==> config.mk <==
export PLATFORM = sky130hd
export DESIGN_NAME = vca_mul_scheduler_flat
export DESIGN_NICKNAME = d
export VERILOG_FILES = /design/src/rtl/vca_sched_pkg.sv /design/src/rtl/vca_mul_scheduler_if.sv /design/src/rtl/shared_mul.sv /design/src/rtl/vca_mul_scheduler.sv /design/src/flat_wrapper.sv
export SDC_FILE = /design/constraint.sdc
export NUM_CORES = 1
export LEC_CHECK = 0
export BUFFER_PORTS_ARGS = -buffer_cell sky130_fd_sc_hd__buf_2
export CORE_MARGIN = 4
export CORE_UTILIZATION = 30
export DETAILED_ROUTE_END_ITERATION = 10
export PLACE_DENSITY = 0.55
export SYNTH_ARGS = -nofsm -noshare
export SYNTH_HDL_FRONTEND = slang
export SYNTH_SLANG_ARGS = --single-unit
export TNS_END_PERCENT = 30
==> constraint.sdc <==
create_clock -name clk -period 6.3 [get_ports clk]
set_input_delay 0.315 -clock clk [delete_from_list [all_inputs] [get_ports clk]]
set_output_delay 0.315 -clock clk [all_outputs]
set_load 0.02 [all_outputs]
==> src/rtl/vca_sched_pkg.sv <==
// Shared types and constants for the time-multiplexed VCA engine.
package vca_sched_pkg;

    typedef enum logic [1:0] {
        StIdle,
        StIssue,
        StDrain,
        StCommit
    } state_e;

    localparam int unsigned N_PAIRS    = 2;
    localparam int unsigned PROD_SHIFT = 16;

endpackage

==> src/rtl/vca_mul_scheduler_if.sv <==
// Codec-side sample bus: four inputs in, four committed outputs plus status out.
interface vca_mul_scheduler_if #(
    parameter int unsigned W = 16
) ();

    logic                sample_clk;
    logic signed [W-1:0] sample_in0;
    logic signed [W-1:0] sample_in1;
    logic signed [W-1:0] sample_in2;
    logic signed [W-1:0] sample_in3;
    logic signed [W-1:0] sample_out0;
    logic signed [W-1:0] sample_out1;
    logic signed [W-1:0] sample_out2;
    logic signed [W-1:0] sample_out3;
    logic                busy;
    logic                overrun;

    modport master (
        output sample_clk, sample_in0, sample_in1, sample_in2, sample_in3,
        input  sample_out0, sample_out1, sample_out2, sample_out3, busy, overrun
    );

    modport slave (
        input  sample_clk, sample_in0, sample_in1, sample_in2, sample_in3,
        output sample_out0, sample_out1, sample_out2, sample_out3, busy, overrun
    );

endinterface

==> src/rtl/shared_mul.sv <==
// Pipelined signed multiplier returning (a*b) >>> PROD_SHIFT, with a valid/index tag
// travelling alongside the data so results can be steered at the far end.
module shared_mul
    import vca_sched_pkg::*;
#(
    parameter int unsigned W           = 16,
    parameter int unsigned MUL_LATENCY = 2
) (
    input  logic                clk,
    input  logic                rst,
    input  logic signed [W-1:0] a,
    input  logic signed [W-1:0] b,
    input  logic                in_valid,
    input  logic                in_idx,
    output logic signed [W-1:0] prod,
    output logic                out_valid,
    output logic                out_idx
);

    logic signed [2*W-1:0]   full;
    logic signed [W-1:0]     data_q [MUL_LATENCY];
    logic [MUL_LATENCY-1:0]  vld_q;
    logic [MUL_LATENCY-1:0]  idx_q;
    logic                    unused_lsbs;

    // Sign-extend both operands so the product is the full 2W-bit signed result.
    assign full        = $signed({{W{a[W-1]}}, a}) * $signed({{W{b[W-1]}}, b});
    assign unused_lsbs = ^full[PROD_SHIFT-1:0];

    // Data stages carry no reset; the valid tag alone decides whether they matter.
    always_ff @(posedge clk) begin
        data_q[0] <= full[PROD_SHIFT +: W];
        for (int i = 1; i < MUL_LATENCY; i++) begin
            data_q[i] <= data_q[i-1];
        end
    end

    // Valid/index tag pipeline, cleared on reset so no stale result is ever captured.
    always_ff @(posedge clk or posedge rst) begin
        if (rst) begin
            vld_q <= '0;
            idx_q <= '0;
        end else begin
            vld_q[0] <= in_valid;
            idx_q[0] <= in_idx;
            for (int i = 1; i < MUL_LATENCY; i++) begin
                vld_q[i] <= vld_q[i-1];
                idx_q[i] <= idx_q[i-1];
            end
        end
    end

    assign prod      = data_q[MUL_LATENCY-1];
    assign out_valid = vld_q[MUL_LATENCY-1];
    assign out_idx   = idx_q[MUL_LATENCY-1];

endmodule

==> src/rtl/vca_mul_scheduler.sv <==
// Dual-channel VCA: snapshots both gain/signal pairs on a sample_clk rise, runs them
// back-to-back through one shared multiplier and commits all four outputs together.
module vca_mul_scheduler
    import vca_sched_pkg::*;
#(
    parameter int unsigned W           = 16,
    parameter int unsigned MUL_LATENCY = 2
) (
    input logic                clk,
    input logic                rst,
    vca_mul_scheduler_if.slave bus
);

    logic                s_q;
    logic                strobe;
    state_e              state;
    logic                issue_idx;
    logic [2:0]          drain_cnt;
    logic                overrun_q;
    logic signed [W-1:0] snap    [2*N_PAIRS];
    logic signed [W-1:0] res     [N_PAIRS];
    logic signed [W-1:0] res_now [N_PAIRS];

    logic signed [W-1:0] mul_a;
    logic signed [W-1:0] mul_b;
    logic                mul_valid;
    logic signed [W-1:0] prod;
    logic                prod_valid;
    logic                prod_idx;

    // Rising-edge detect on sample_clk; resets high so a high level at release is not a strobe.
    always_ff @(posedge clk or posedge rst) begin
        if (rst) begin
            s_q <= 1'b1;
        end else begin
            s_q <= bus.sample_clk;
        end
    end

    assign strobe = bus.sample_clk & ~s_q;

    assign mul_valid = (state == StIssue);
    assign mul_a     = issue_idx ? snap[2] : snap[0];
    assign mul_b     = issue_idx ? snap[3] : snap[1];

    shared_mul #(
        .W           (W),
        .MUL_LATENCY (MUL_LATENCY)
    ) u_mul (
        .clk       (clk),
        .rst       (rst),
        .a         (mul_a),
        .b         (mul_b),
        .in_valid  (mul_valid),
        .in_idx    (issue_idx),
        .prod      (prod),
        .out_valid (prod_valid),
        .out_idx   (prod_idx)
    );

    // Steer each tagged multiplier result into its pair's result register.
    always_ff @(posedge clk or posedge rst) begin
        if (rst) begin
            for (int i = 0; i < N_PAIRS; i++) begin
                res[i] <= '0;
            end
        end else if (prod_valid) begin
            res[prod_idx] <= prod;
        end
    end

    // The last pair's product leaves the multiplier on the commit edge itself, so bypass it.
    always_comb begin
        for (int i = 0; i < N_PAIRS; i++) begin
            res_now[i] = (prod_valid && (prod_idx == 1'(i))) ? prod : res[i];
        end
    end

    // Frame sequencer with registered outputs and sticky overrun flag.
    always_ff @(posedge clk or posedge rst) begin
        if (rst) begin
            state           <= StIdle;
            issue_idx       <= 1'b0;
            drain_cnt       <= '0;
            overrun_q       <= 1'b0;
            bus.sample_out0 <= '0;
            bus.sample_out1 <= '0;
            bus.sample_out2 <= '0;
            bus.sample_out3 <= '0;
            for (int i = 0; i < 2 * N_PAIRS; i++) begin
                snap[i] <= '0;
            end
        end else begin
            if (strobe && (state != StIdle)) begin
                overrun_q <= 1'b1;
            end
            case (state)
                StIdle: begin
                    if (strobe) begin
                        snap[0]   <= bus.sample_in0;
                        snap[1]   <= bus.sample_in1;
                        snap[2]   <= bus.sample_in2;
                        snap[3]   <= bus.sample_in3;
                        issue_idx <= 1'b0;
                        state     <= StIssue;
                    end
                end
                StIssue: begin
                    issue_idx <= 1'b1;
                    if (issue_idx) begin
                        if (MUL_LATENCY > 1) begin
                            drain_cnt <= 3'(MUL_LATENCY - 2);
                            state     <= StDrain;
                        end else begin
                            state <= StCommit;
                        end
                    end
                end
                StDrain: begin
                    if (drain_cnt == '0) begin
                        state <= StCommit;
                    end else begin
                        drain_cnt <= drain_cnt - 3'd1;
                    end
                end
                StCommit: begin
                    bus.sample_out0 <= snap[0];
                    bus.sample_out1 <= res_now[0];
                    bus.sample_out2 <= snap[2];
                    bus.sample_out3 <= res_now[1];
                    state           <= StIdle;
                end
                default: state <= StIdle;
            endcase
        end
    end

    assign bus.busy    = (state != StIdle);
    assign bus.overrun = overrun_q;

endmodule
==> src/flat_wrapper.sv <==
// flat-port wrapper written by rule: the top's interface ports become plain ports
module vca_mul_scheduler_flat import vca_sched_pkg::*;
#(
    parameter int unsigned W           = 16,
    parameter int unsigned MUL_LATENCY = 2
)
  (clk, rst, bus_sample_clk, bus_sample_in0, bus_sample_in1, bus_sample_in2, bus_sample_in3, bus_sample_out0, bus_sample_out1, bus_sample_out2, bus_sample_out3, bus_busy, bus_overrun);
  vca_mul_scheduler_if #(.W(W)) bus_i ();
  input logic clk;
  input logic rst;
  input wire logic [$bits(bus_i.sample_clk)-1:0] bus_sample_clk;
  input wire logic [$bits(bus_i.sample_in0)-1:0] bus_sample_in0;
  input wire logic [$bits(bus_i.sample_in1)-1:0] bus_sample_in1;
  input wire logic [$bits(bus_i.sample_in2)-1:0] bus_sample_in2;
  input wire logic [$bits(bus_i.sample_in3)-1:0] bus_sample_in3;
  output wire logic [$bits(bus_i.sample_out0)-1:0] bus_sample_out0;
  output wire logic [$bits(bus_i.sample_out1)-1:0] bus_sample_out1;
  output wire logic [$bits(bus_i.sample_out2)-1:0] bus_sample_out2;
  output wire logic [$bits(bus_i.sample_out3)-1:0] bus_sample_out3;
  output wire logic [$bits(bus_i.busy)-1:0] bus_busy;
  output wire logic [$bits(bus_i.overrun)-1:0] bus_overrun;
  assign bus_i.sample_clk = bus_sample_clk;
  assign bus_i.sample_in0 = bus_sample_in0;
  assign bus_i.sample_in1 = bus_sample_in1;
  assign bus_i.sample_in2 = bus_sample_in2;
  assign bus_i.sample_in3 = bus_sample_in3;
  assign bus_sample_out0 = bus_i.sample_out0;
  assign bus_sample_out1 = bus_i.sample_out1;
  assign bus_sample_out2 = bus_i.sample_out2;
  assign bus_sample_out3 = bus_i.sample_out3;
  assign bus_busy = bus_i.busy;
  assign bus_overrun = bus_i.overrun;
  vca_mul_scheduler #(.W(W), .MUL_LATENCY(MUL_LATENCY)) u_core (.clk(clk), .rst(rst), .bus(bus_i));
endmodule
==> results.py <==
metrics = {
    "grt": {
        "globalRoute.totalOverflow": 0,
        "grt_start_max_net_pins": 90,
        "antenna_violations_before_repair": 2,
        "groute.usage.overall_pct": 15.1,
        "grt_pass1_vias": 12400,
        "global_route_wire_length_before_repair_mm": 72.0,
    },
    "floorplanning": {
        "core-area_mm2": 0.0553,
        "die_w_um": 245,
        "design.die.area_mm2": 0.0599,
        "initial_utilization_pct": 30.4,
        "num_io_pins": 133,
        "die_extent_in_y_um": 245,
        "num_rows": 86,
    },
    "logic_synthesis": {
        "number_of_instances_in_the_synthesized_netlist": 1493,
        "synth.cell_area_mm2": 0.0168,
        "synth-seq-area-share_pct": 29.4,
        "postSynth.asyncResetShare_pct": 84.3,
        "ys_warn_count": 0,
        "synthesis.nets": 1906,
        "yosys_cell_types": 55,
        "ys.flop_type": "dfrtp_1",
        "synth_enable_flop_cells": 0,
        "yosys_register_bits": 204,
        "syn_avg_cell_area_um2": 11.3,
    },
    "place": {
        "placedInstanceArea_mm2": 0.0193,
        "port_buffers": 132,
        "dp.final_hpwl_mm": 36.1,
        "dpl.cell_count": 2460,
        "place_congestion": 0.899,
    },
    "cts": {
        "cts_made_buffers": 23,
        "cts.root.buffer_cell": "clkbuf_16",
        "clock_sinks": 204,
        "cts.path.max_buffers": 3,
        "worstSkewPairLatency_ns": 0.53,
        "cts_tree": "yes",
        "htree_levels": 1,
        "clkTransAtPathRegs_ns": 0.06,
    },
    "timing": {
        "min_period_ns": 6.36,
        "fin_crit_sh_pct": 101,
        "postLayoutSetupSlackWorst_ns": -0.0609,
        "hold_violations": 0,
        "max_slew.worst_pin.slew_ns": 1.07,
        "pins_over_slew_limit": 0,
        "setup_repair_after_global_routing_missed_its_margin": "true",
        "fin_hold_ws_ns": 0.0304,
        "clock_skew_ns": 0.0180,
        "clock.fmax_mhz": 157,
        "setup_viol_count_final": 7,
        "relSlewSlack_pct": 28.9,
    },
    "final_layout": {
        "flow.area_growth_from_synthesis_pct": 24.1,
        "design.final.nets": 2187,
        "post_route_cells_drive_above_1_share_pct": 33.4,
        "fin_cells": 2540,
        "fillcell_total": 5417,
        "final_common_cell": "inv_1",
        "final_cell_mix": "283 x inv_1, 251 x fa_1, 170 x mux2_2, 170 x dfrtp_1, 141 x nor2_1",
        "final_area_mm2": 0.0209,
    },
    "critical_path": {
        "worst_r2r_path_depth": 24,
        "worst_setup_path_end_kind": "register",
        "critical_path_arrival_ns": 6.81,
        "timing.critical_path.from_type": "register",
        "r2r-end": "u_core.u_mul.data_q[0][9]",
        "path_class": "register to register",
        "regToRegSetupSlack_ns": -0.06,
        "endpoint_required_time_on_the_critical_path_ns": 6.74,
        "worst-path-max-fanout": 11,
        "rr_startpoint": "u_core.issue_idx",
    },
    "routing": {
        "drt-vias-per-instance": 4.43,
        "via_count": 11200,
        "drt_first_iter_violations": 455,
        "drcViolationCount": 0,
        "drt_first_pass_iters": 5,
        "final_antenna_net_count": 0,
        "finalWirelength_mm": 44.0,
        "routed_wire_length_per_instance_um": 17.3,
    },
    "outcome": {
        "run_status": "finished with violations",
        "violations": "setup timing",
    },
    "flow_run": {
        "cap_violations": 0,
    },
    "worst_hold_path": {
        "min-delay-start": "bus_sample_in3[5]",
        "min_path_type": "input port to register",
        "hold-path-endpoint": "u_core.snap[5]",
        "timing.hold.worst_path_depth": 2,
    },
}
## flip-flops by register name, summed over array words and instances (netlist names)
register                count
u_core.snap                64
u_core.res                 32
u_core.u_mul.data_q        32
u_core.bus.sample_out0     16
u_core.bus.sample_out1     16
u_core.bus.sample_out2     16
u_core.bus.sample_out3     16
u_core.drain_cnt            3
u_core.state                2
u_core.u_mul.idx_q          2
u_core.u_mul.vld_q          2
u_core.bus.overrun          1
u_core.issue_idx            1
u_core.s_q                  1
## critical path, cell delays in order, from the launching register on
cell,delay [ns]
dfrtp_2,0.41
buf_12,0.13
bufbuf_16,0.29
mux2i_1,0.19
buf_4,0.16
buf_4,0.11
nor2_1,0.05
fa_1,0.51
inv_1,0.05
fa_1,0.53
inv_1,0.07
fa_2,0.57
fa_1,0.44
fa_1,0.53
fa_1,0.46
ha_4,0.29
buf_4,0.10
nand4_1,0.13
nand3b_1,0.17
o2111ai_4,0.14
buf_4,0.18
o311ai_4,0.25
nor3_2,0.09
o31ai_1,0.27
xnor2_1,0.15
## timing repair
| item | in CTS | in global routing |
|---|---|---|
| hold buffers | 2 | 0 |
| hold endpoints to repair | 89 | 0 |
| endpoints found under the setup margin | 9 | 16 |
| resized for setup | 75 | 20 |
| cloned | 5 | 0 |
| pin swaps | 37 | 20 |
| setup buffers | 30 | 2 |
## per-layer routing
metal,global-route usage (%),routed length (µm),vias to the layer above
met5,0,13,-
met4,3.10,996,2
met3,3.16,2500,58
met2,24.5,20600,225
met1,21.2,19800,5755
li1,-,-,5205
## how the worst max path moves through the flow
stage               slack [ns]              from  depth (start not counted)                         end
finish                   -0.06  u_core.issue_idx                         24   u_core.u_mul.data_q[0][9]
global route             -0.35  u_core.issue_idx                         27  u_core.u_mul.data_q[0][14]
CTS                      -0.06  u_core.issue_idx                         24  u_core.u_mul.data_q[0][15]
detailed placement       -0.20  u_core.issue_idx                         25  u_core.u_mul.data_q[0][15]
global placement         -0.16  u_core.issue_idx                         24  u_core.u_mul.data_q[0][15]
floorplan               0.0007  u_core.issue_idx                         24  u_core.u_mul.data_q[0][15]
## area by class of cell
class | instances | area [µm²] | area share (%)
multi-input cells | 962 | 11100 | 53.1
flip-flops and latches | 204 | 4950 | 23.7
repair buffers | 294 | 2110 | 10.1
inverters | 289 | 1090 | 5.23
well taps | 748 | 936 | 4.48
clock buffers | 35 | 651 | 3.12
clock inverters | 7 | 56.3 | 0.270
diodes | 1 | 2.50 | 0.0120
## per-stage QoR
stage	worst slack, ns	util (%)	setup TNS [ns]
CTS	-0.0620	37.6	-0.176
floorplan	0.000747	-	0
detailed placement	-0.205	35.0	-0.683
finish	-0.0609	37.7	-0.212
global placement	-0.162	35.0	-0.544
global route	-0.354	37.7	-3.14
## cells in the mapped netlist (2+ instances only)
cell,number,share of area (%)
nand4_1,3,0.11
mux2i_1,29,1.7
a21oi_1,15,0.45
o21a_1,2,0.089
xnor2_1,18,0.94
dfxtp_1,32,3.8
nor2_1,147,3.3
o31ai_1,3,0.13
and2_1,2,0.074
nand3b_1,2,0.089
o311ai_2,2,0.19
nand3_1,7,0.21
o221ai_1,2,0.10
clkbuf_1,36,0.80
buf_1,2,0.045
nand2_1,126,2.8
o21ai_0,7,0.21
fa_1,261,31
or2_2,9,0.33
ha_1,85,6.3
o21bai_1,5,0.22
o22ai_1,2,0.074
a21o_1,3,0.13
xor2_1,5,0.26
dfrtp_1,171,25
mux2_2,186,12
nand2b_1,6,0.22
nor3_1,4,0.12
inv_1,289,6.5
a211oi_1,5,0.22
a211o_1,3,0.16
## logic make-up after synthesis
logic type / synth area share (%)
AO/OA/AOI/OAI: 2.86
XOR/XNOR: 1.20
adder cells (fa/ha/maj): 37.4
buffers and inverters: 7.34
flip-flops: 29.4
multiplexers: 14.2
AND/OR/NAND/NOR: 7.61
Power is left out: the tool's default activity adds up to more than one toggle a clock period on the data nets, which glitch-free logic cannot reach.
